[src/rtl/dmem_arbiter.sv]
// dmem_arbiter: round-robin, burst-bounded arbiter that shares one single-port
// data memory between a CPU load/store path (m0) and a debug/loader port (m1).
// Grants are combinational; read data, read-valid and range errors are
// registered and returned one cycle after the grant.
module dmem_arbiter #(
  parameter int Data_Width   = 32,
  parameter int Memory_Depth = 100,
  parameter int Max_Burst    = 4
) (
  input  logic                  clk,
  input  logic                  reset,
  input  logic                  m0_req,
  input  logic                  m0_we,
  input  logic [Data_Width-1:0] m0_addr,
  input  logic [Data_Width-1:0] m0_wdata,
  output logic                  m0_gnt,
  output logic                  m0_rvalid,
  output logic [Data_Width-1:0] m0_rdata,
  output logic                  m0_err,
  input  logic                  m1_req,
  input  logic                  m1_we,
  input  logic [Data_Width-1:0] m1_addr,
  input  logic [Data_Width-1:0] m1_wdata,
  output logic                  m1_gnt,
  output logic                  m1_rvalid,
  output logic [Data_Width-1:0] m1_rdata,
  output logic                  m1_err,
  output logic [Data_Width-1:0] mem_addr,
  output logic [Data_Width-1:0] mem_wdata,
  output logic                  mem_we,
  input  logic [Data_Width-1:0] mem_rdata
);

  localparam int                  CW    = $clog2(Max_Burst + 1);
  localparam logic [CW-1:0]       MAXC  = CW'(Max_Burst);
  localparam logic [Data_Width-1:0] DEPTH = Data_Width'(Memory_Depth);

  // owner: 0 = m0, 1 = m1. Reset to 1 so the first tie goes to m0.
  logic          owner;
  logic          active;
  logic [CW-1:0] cnt;

  logic                  g0, g1, any_gnt;
  logic                  sel_we;
  logic [Data_Width-1:0] sel_addr, sel_wdata;
  logic                  in_range;

  // Grant selection; everything is held off while reset is asserted.
  always_comb begin
    g0 = 1'b0;
    g1 = 1'b0;
    if (reset) begin
      if (m0_req && m1_req) begin
        if (active && (cnt < MAXC)) begin
          g0 = ~owner;
          g1 = owner;
        end else begin
          g0 = owner;
          g1 = ~owner;
        end
      end else begin
        g0 = m0_req;
        g1 = m1_req;
      end
    end
  end

  assign any_gnt = g0 | g1;
  assign m0_gnt  = g0;
  assign m1_gnt  = g1;

  // Memory port mux: granted requester's fields, zero when idle.
  always_comb begin
    sel_we    = 1'b0;
    sel_addr  = '0;
    sel_wdata = '0;
    if (g1) begin
      sel_we    = m1_we;
      sel_addr  = m1_addr;
      sel_wdata = m1_wdata;
    end else if (g0) begin
      sel_we    = m0_we;
      sel_addr  = m0_addr;
      sel_wdata = m0_wdata;
    end
  end

  // Full-width unsigned compare so huge addresses never alias into range.
  assign in_range  = sel_addr < DEPTH;
  assign mem_addr  = sel_addr;
  assign mem_wdata = sel_wdata;
  assign mem_we    = any_gnt & sel_we & in_range;

  // Burst tracking: cnt saturates at Max_Burst while the owner keeps the port.
  always_ff @(posedge clk or negedge reset) begin
    if (!reset) begin
      owner  <= 1'b1;
      active <= 1'b0;
      cnt    <= '0;
    end else if (any_gnt) begin
      if ((g1 == owner) && active) begin
        if (cnt != MAXC) cnt <= cnt + CW'(1);
      end else begin
        cnt <= CW'(1);
      end
      owner  <= g1;
      active <= 1'b1;
    end else begin
      active <= 1'b0;
      cnt    <= '0;
    end
  end

  // Registered responses; rdata holds until that requester's next read.
  always_ff @(posedge clk or negedge reset) begin
    if (!reset) begin
      m0_rvalid <= 1'b0;
      m0_err    <= 1'b0;
      m0_rdata  <= '0;
      m1_rvalid <= 1'b0;
      m1_err    <= 1'b0;
      m1_rdata  <= '0;
    end else begin
      m0_rvalid <= g0 & ~sel_we;
      m0_err    <= g0 & ~in_range;
      m1_rvalid <= g1 & ~sel_we;
      m1_err    <= g1 & ~in_range;
      if (g0 && !sel_we) m0_rdata <= in_range ? mem_rdata : '0;
      if (g1 && !sel_we) m1_rdata <= in_range ? mem_rdata : '0;
    end
  end

endmodule
[config.mk]
export PLATFORM = sky130hd
export DESIGN_NAME = dmem_arbiter
export DESIGN_NICKNAME = d
export VERILOG_FILES = /design/src/rtl/dmem_arbiter.sv
export SDC_FILE = /design/constraint.sdc
export NUM_CORES = 1
export LEC_CHECK = 0
export ABC_AREA = 1
export BUFFER_PORTS_ARGS = -buffer_cell sky130_fd_sc_hd__buf_2
export CORE_MARGIN = 8
export CORE_UTILIZATION = 25
export CTS_CLUSTER_SIZE = 20
export DETAILED_ROUTE_END_ITERATION = 16
export PLACE_DENSITY = 0.57
export RECOVER_POWER = 25
export SKIP_LAST_GASP = 1
export SYNTH_ARGS = -nofsm -noshare
export SYNTH_HDL_FRONTEND = slang
export SYNTH_SLANG_ARGS = --single-unit
[constraint.sdc]
create_clock -name clk -period 3.2 [get_ports clk]
set_input_delay 0.16 -clock clk [delete_from_list [all_inputs] [get_ports clk]]
set_output_delay 0.16 -clock clk [all_outputs]
set_load 0.01 [all_outputs]
==> impl_metrics.py <==
metrics = {
    "synth": {
        "synth_fp_nets": 684,
        "synth.top_cells.by_count": "sky130_fd_sc_hd__nand2_1, sky130_fd_sc_hd__dfrtp_1, sky130_fd_sc_hd__nand4_1, sky130_fd_sc_hd__nand3_1, sky130_fd_sc_hd__a22o_1",
        "yosysSeqAreaShare": 0.452,
        "syn_inst": 516,
        "synth.top_cell.area_share": 0.446,
        "synth.lib_cells_used.distinct": 24,
        "synth_area_um2": 4040,
        "post-synth-top-area-cell": "sky130_fd_sc_hd__dfrtp_1",
        "synth_enable_flop_cells": 0,
        "synth-main-ff-cell": "sky130_fd_sc_hd__dfrtp_1",
        "postSynthAreaPerCell_um2": 7.83,
        "yosysMostFrequentCell": "sky130_fd_sc_hd__nand2_1",
        "register_bit_total_from_synthesis": 73,
        "synth.top_cells.by_area": "sky130_fd_sc_hd__dfrtp_1, sky130_fd_sc_hd__nand2_1, sky130_fd_sc_hd__nand4_1",
        "async_reset_ff_frac": 1.00,
        "synthesis.yosys.warnings": 0,
    },
    "pwr": {
        "power_density_nw_per_um2": 426,
        "leakagePower_nw": 3.56,
        "worst_ir_drop_vdd_v": 0.000234,
    },
    "timing": {
        "fin_crit_ps": 2780,
        "finalSetupTns_ps": 0,
        "report.final.slew_viol_count": 31,
        "rsz0062_at_grt": "false",
        "period_share": 0.868,
        "final-setup-viol-count": 0,
        "worst-slew-pin-transition_ps": 1750,
        "final_hold_viol_count": 0,
        "finalClockSkew_ps": 4.54,
        "worst_slew_margin_rel": -0.169,
        "fmax_mhz": 360,
    },
    "min_path": {
        "min-delay-start": "mem_rdata[13]",
        "min-delay-path-class": "input port to flop",
    },
    "detailed_routing": {
        "drcViolationCount": 0,
        "count_of_vias_placed_by_the_detailed_router": 4791,
        "final_antenna_net_count": 0,
        "detailed_routing_iteration_count_for_the_pre_antenna_repair_pass": 5,
        "vias_per_cell": 4.70,
        "sum_of_routed_wire_length_over_all_layers_um": 18600,
        "drtIter0Drc": 247,
        "wl_per_cell_um": 18.2,
    },
    "setup_path": {
        "reg2reg_slack_ps": 600,
        "r2r-start": "owner$_DFFE_PN1N_",
        "timing.critical_path.to_type": "primary output",
        "cpMaxStageDelayCell": "sky130_fd_sc_hd__dfstp_2",
        "crit_path_to": "mem_we",
        "critPathArrivalTime_ps": 2620,
        "startpoint_type": "flop",
        "path_common_cell": "sky130_fd_sc_hd__nand2_1",
        "critPathMaxFanout": 22,
        "setup.worst_path.start": "owner$_DFFE_PN1N_",
        "cp_top_delay_family": "simple AND/OR/NAND/NOR gates",
        "critical_path.cell_chain": "inv_1, nand3_1, nand3_4, nand2_2, o21ai_0, inv_1, nand2_1, nor2_1, nand2_1, nor2_4, nand2_1, nor2_1, buf_2",
        "cp.required_ps": 3040,
        "crit_cells": 13,
        "worst_r2r_path_depth": 14,
        "path_class": "flop to primary output",
        "crit_path_max_incr_delay_ps": 550,
        "worst-path-buf-inv": 3,
        "reg2reg_to": "m0_rdata[15]$_DFFE_PN0P_",
    },
    "outcome": {
        "failing_checks": "max-capacitance violations, max-slew violations",
        "run_status": "complete, but fails checks",
    },
    "floorplan": {
        "die-height_um": 143,
        "start_util": 0.255,
        "num_ports": 301,
        "design.core.area_um2": 15800,
        "core.rowCount": 46,
        "fp.dieArea_um2": 20500,
        "chipWidth_um": 143,
    },
    "cells_and_area": {
        "finalNetCount": 967,
        "layout-area-overhead-vs-synth_pct": 47.9,
        "n_fill_cell": 1700,
        "layout-drive-gt1-share": 0.374,
        "insertedDiodeCount": 0,
        "final-instance-count-excl-fill": 1020,
    },
    "grt": {
        "antenna_found_initial": 0,
        "grt_util_all_layers": 0.173,
        "grt_pass1_vias": 4792,
        "largest_net_degree_at_the_start_of_global_routing": 59,
        "first_pass_grt_wire_length_um": 27000,
        "globalRoute.totalOverflow": 0,
    },
    "clock_tree": {
        "cts_tree": "done",
        "worst_skew_pair.late_latency_ps": 330,
        "max-clock-path-buffers": 2,
        "cts.sink_count": 73,
        "clock-root-buffer": "sky130_fd_sc_hd__clkbuf_16",
        "total_clock_buffers_created_by_cts": 9,
        "cts_htree_levels": 3,
        "worst_path_clk_slew_ps": 60,
    },
    "placed_design": {
        "half_perimeter_wire_length_after_detailed_placement_um": 14500,
        "placement.io_buffers": 300,
        "total_placed_cells_including_tap_cells": 1002,
        "weighted_congestion_at_the_end_of_routability_driven_global_placement": 0.840,
    },
    "run": {
        "max_cap_violations": 1,
    },
}
[per-stage QoR]
stage | power (mW) | hold slack (ps) | setup WS (ps) | cell area (µm²) | utilization
after global routing | 2.66 | 85.5 | 151 | 5980 | 0.378
after global placement | 1.54 | 249 | 338 | 5700 | 0.360
after floorplan | 1.26 | -136 | 1120 | 4040 | -
after detailed placement | 1.54 | 252 | 318 | 5700 | 0.360
final | 2.54 | 81.3 | 423 | 5980 | 0.378
after CTS | 2.58 | 75.3 | 189 | 6030 | 0.381
[worst min-delay path by stage]
stage | endpoint | slack [ps] | depth (start not counted)
finish | m0_rdata[13]$_DFFE_PN0P_ | 80 | 3
global placement | cnt[2]$_DFFE_PN0P_ | 250 | 2
floorplan | active$_DFF_PN0_ | -140 | 0
CTS | m0_rdata[12]$_DFFE_PN0P_ | 80 | 3
global route | m0_rdata[13]$_DFFE_PN0P_ | 90 | 3
detailed placement | active$_DFF_PN0_ | 250 | 2
[tightest hold or removal path: cells and delay by family]
family	cells	cell delay, ps
and+or+nand+nor	2	140
buffers and inverters	1	90
[sequential cells by signal, summed over array words and instances (netlist names)]
register,cells
m1_rdata,32
m0_rdata,32
cnt,3
active,1
m1_rvalid,1
m0_err,1
m1_err,1
m0_rvalid,1
owner,1
[layout make-up]
class	instances	area, µm²	area share
Clock buffer	11	253	0.0423
Clock inverter	5	53.8	0.00900
Inverter	26	97.6	0.0163
Multi-Input combinational cell	375	1890	0.317
Sequential cell	73	1830	0.306
Tap cell	216	270	0.0452
Timing Repair Buffer	314	1580	0.264
[report_power, final]
group	leakage, nW	switching (mW)	internal (mW)	total, mW
Combinational	2.39	0.355	0.211	0.566
Clock	0.155	0.382	0.643	1.02
Sequential	1.01	0.0112	0.943	0.954
[layer usage]
metal / up-vias / track usage / share of wire
met2: 219 / 0.300 / 0.51
met5: - / 0 / 0
met1: 2211 / 0.191 / 0.38
met4: 0 / 0.0867 / 0.041
met3: 30 / 0.0487 / 0.077
li1: 2331 / - / -
[what timing repair did]
action,in CTS,in global routing
endpoints found under the hold margin,28,0
setup buffers,1,0
setup endpoints to repair,1,1
pin swaps,1,0
hold buffers,1,0
gates resized for setup,0,1
[cell usage in the layout, fill, tap and decap left out, types with 9 or more instances in the layout]
cell type / synthesis / routed
sky130_fd_sc_hd__buf_2: 11 / 259
sky130_fd_sc_hd__inv_1: 23 / 23
sky130_fd_sc_hd__a22o_1: 34 / 34
sky130_fd_sc_hd__clkbuf_16: 0 / 9
sky130_fd_sc_hd__clkbuf_1: 20 / 42
sky130_fd_sc_hd__nand2_1: 193 / 193
sky130_fd_sc_hd__dfrtp_1: 72 / 72
sky130_fd_sc_hd__nand3_1: 41 / 41
sky130_fd_sc_hd__nand4_1: 66 / 66
sky130_fd_sc_hd__nor2_1: 20 / 17
sky130_fd_sc_hd__buf_4: 2 / 10
[cell families after synthesis]
logic type,share of synthesized area
compound gates,0.0889
flops,0.452
fa+ha+maj,0.00619
buf+inv,0.0851
xor+xnor,0.00217
simple gates,0.365
(Power assumes the default switching activity.)
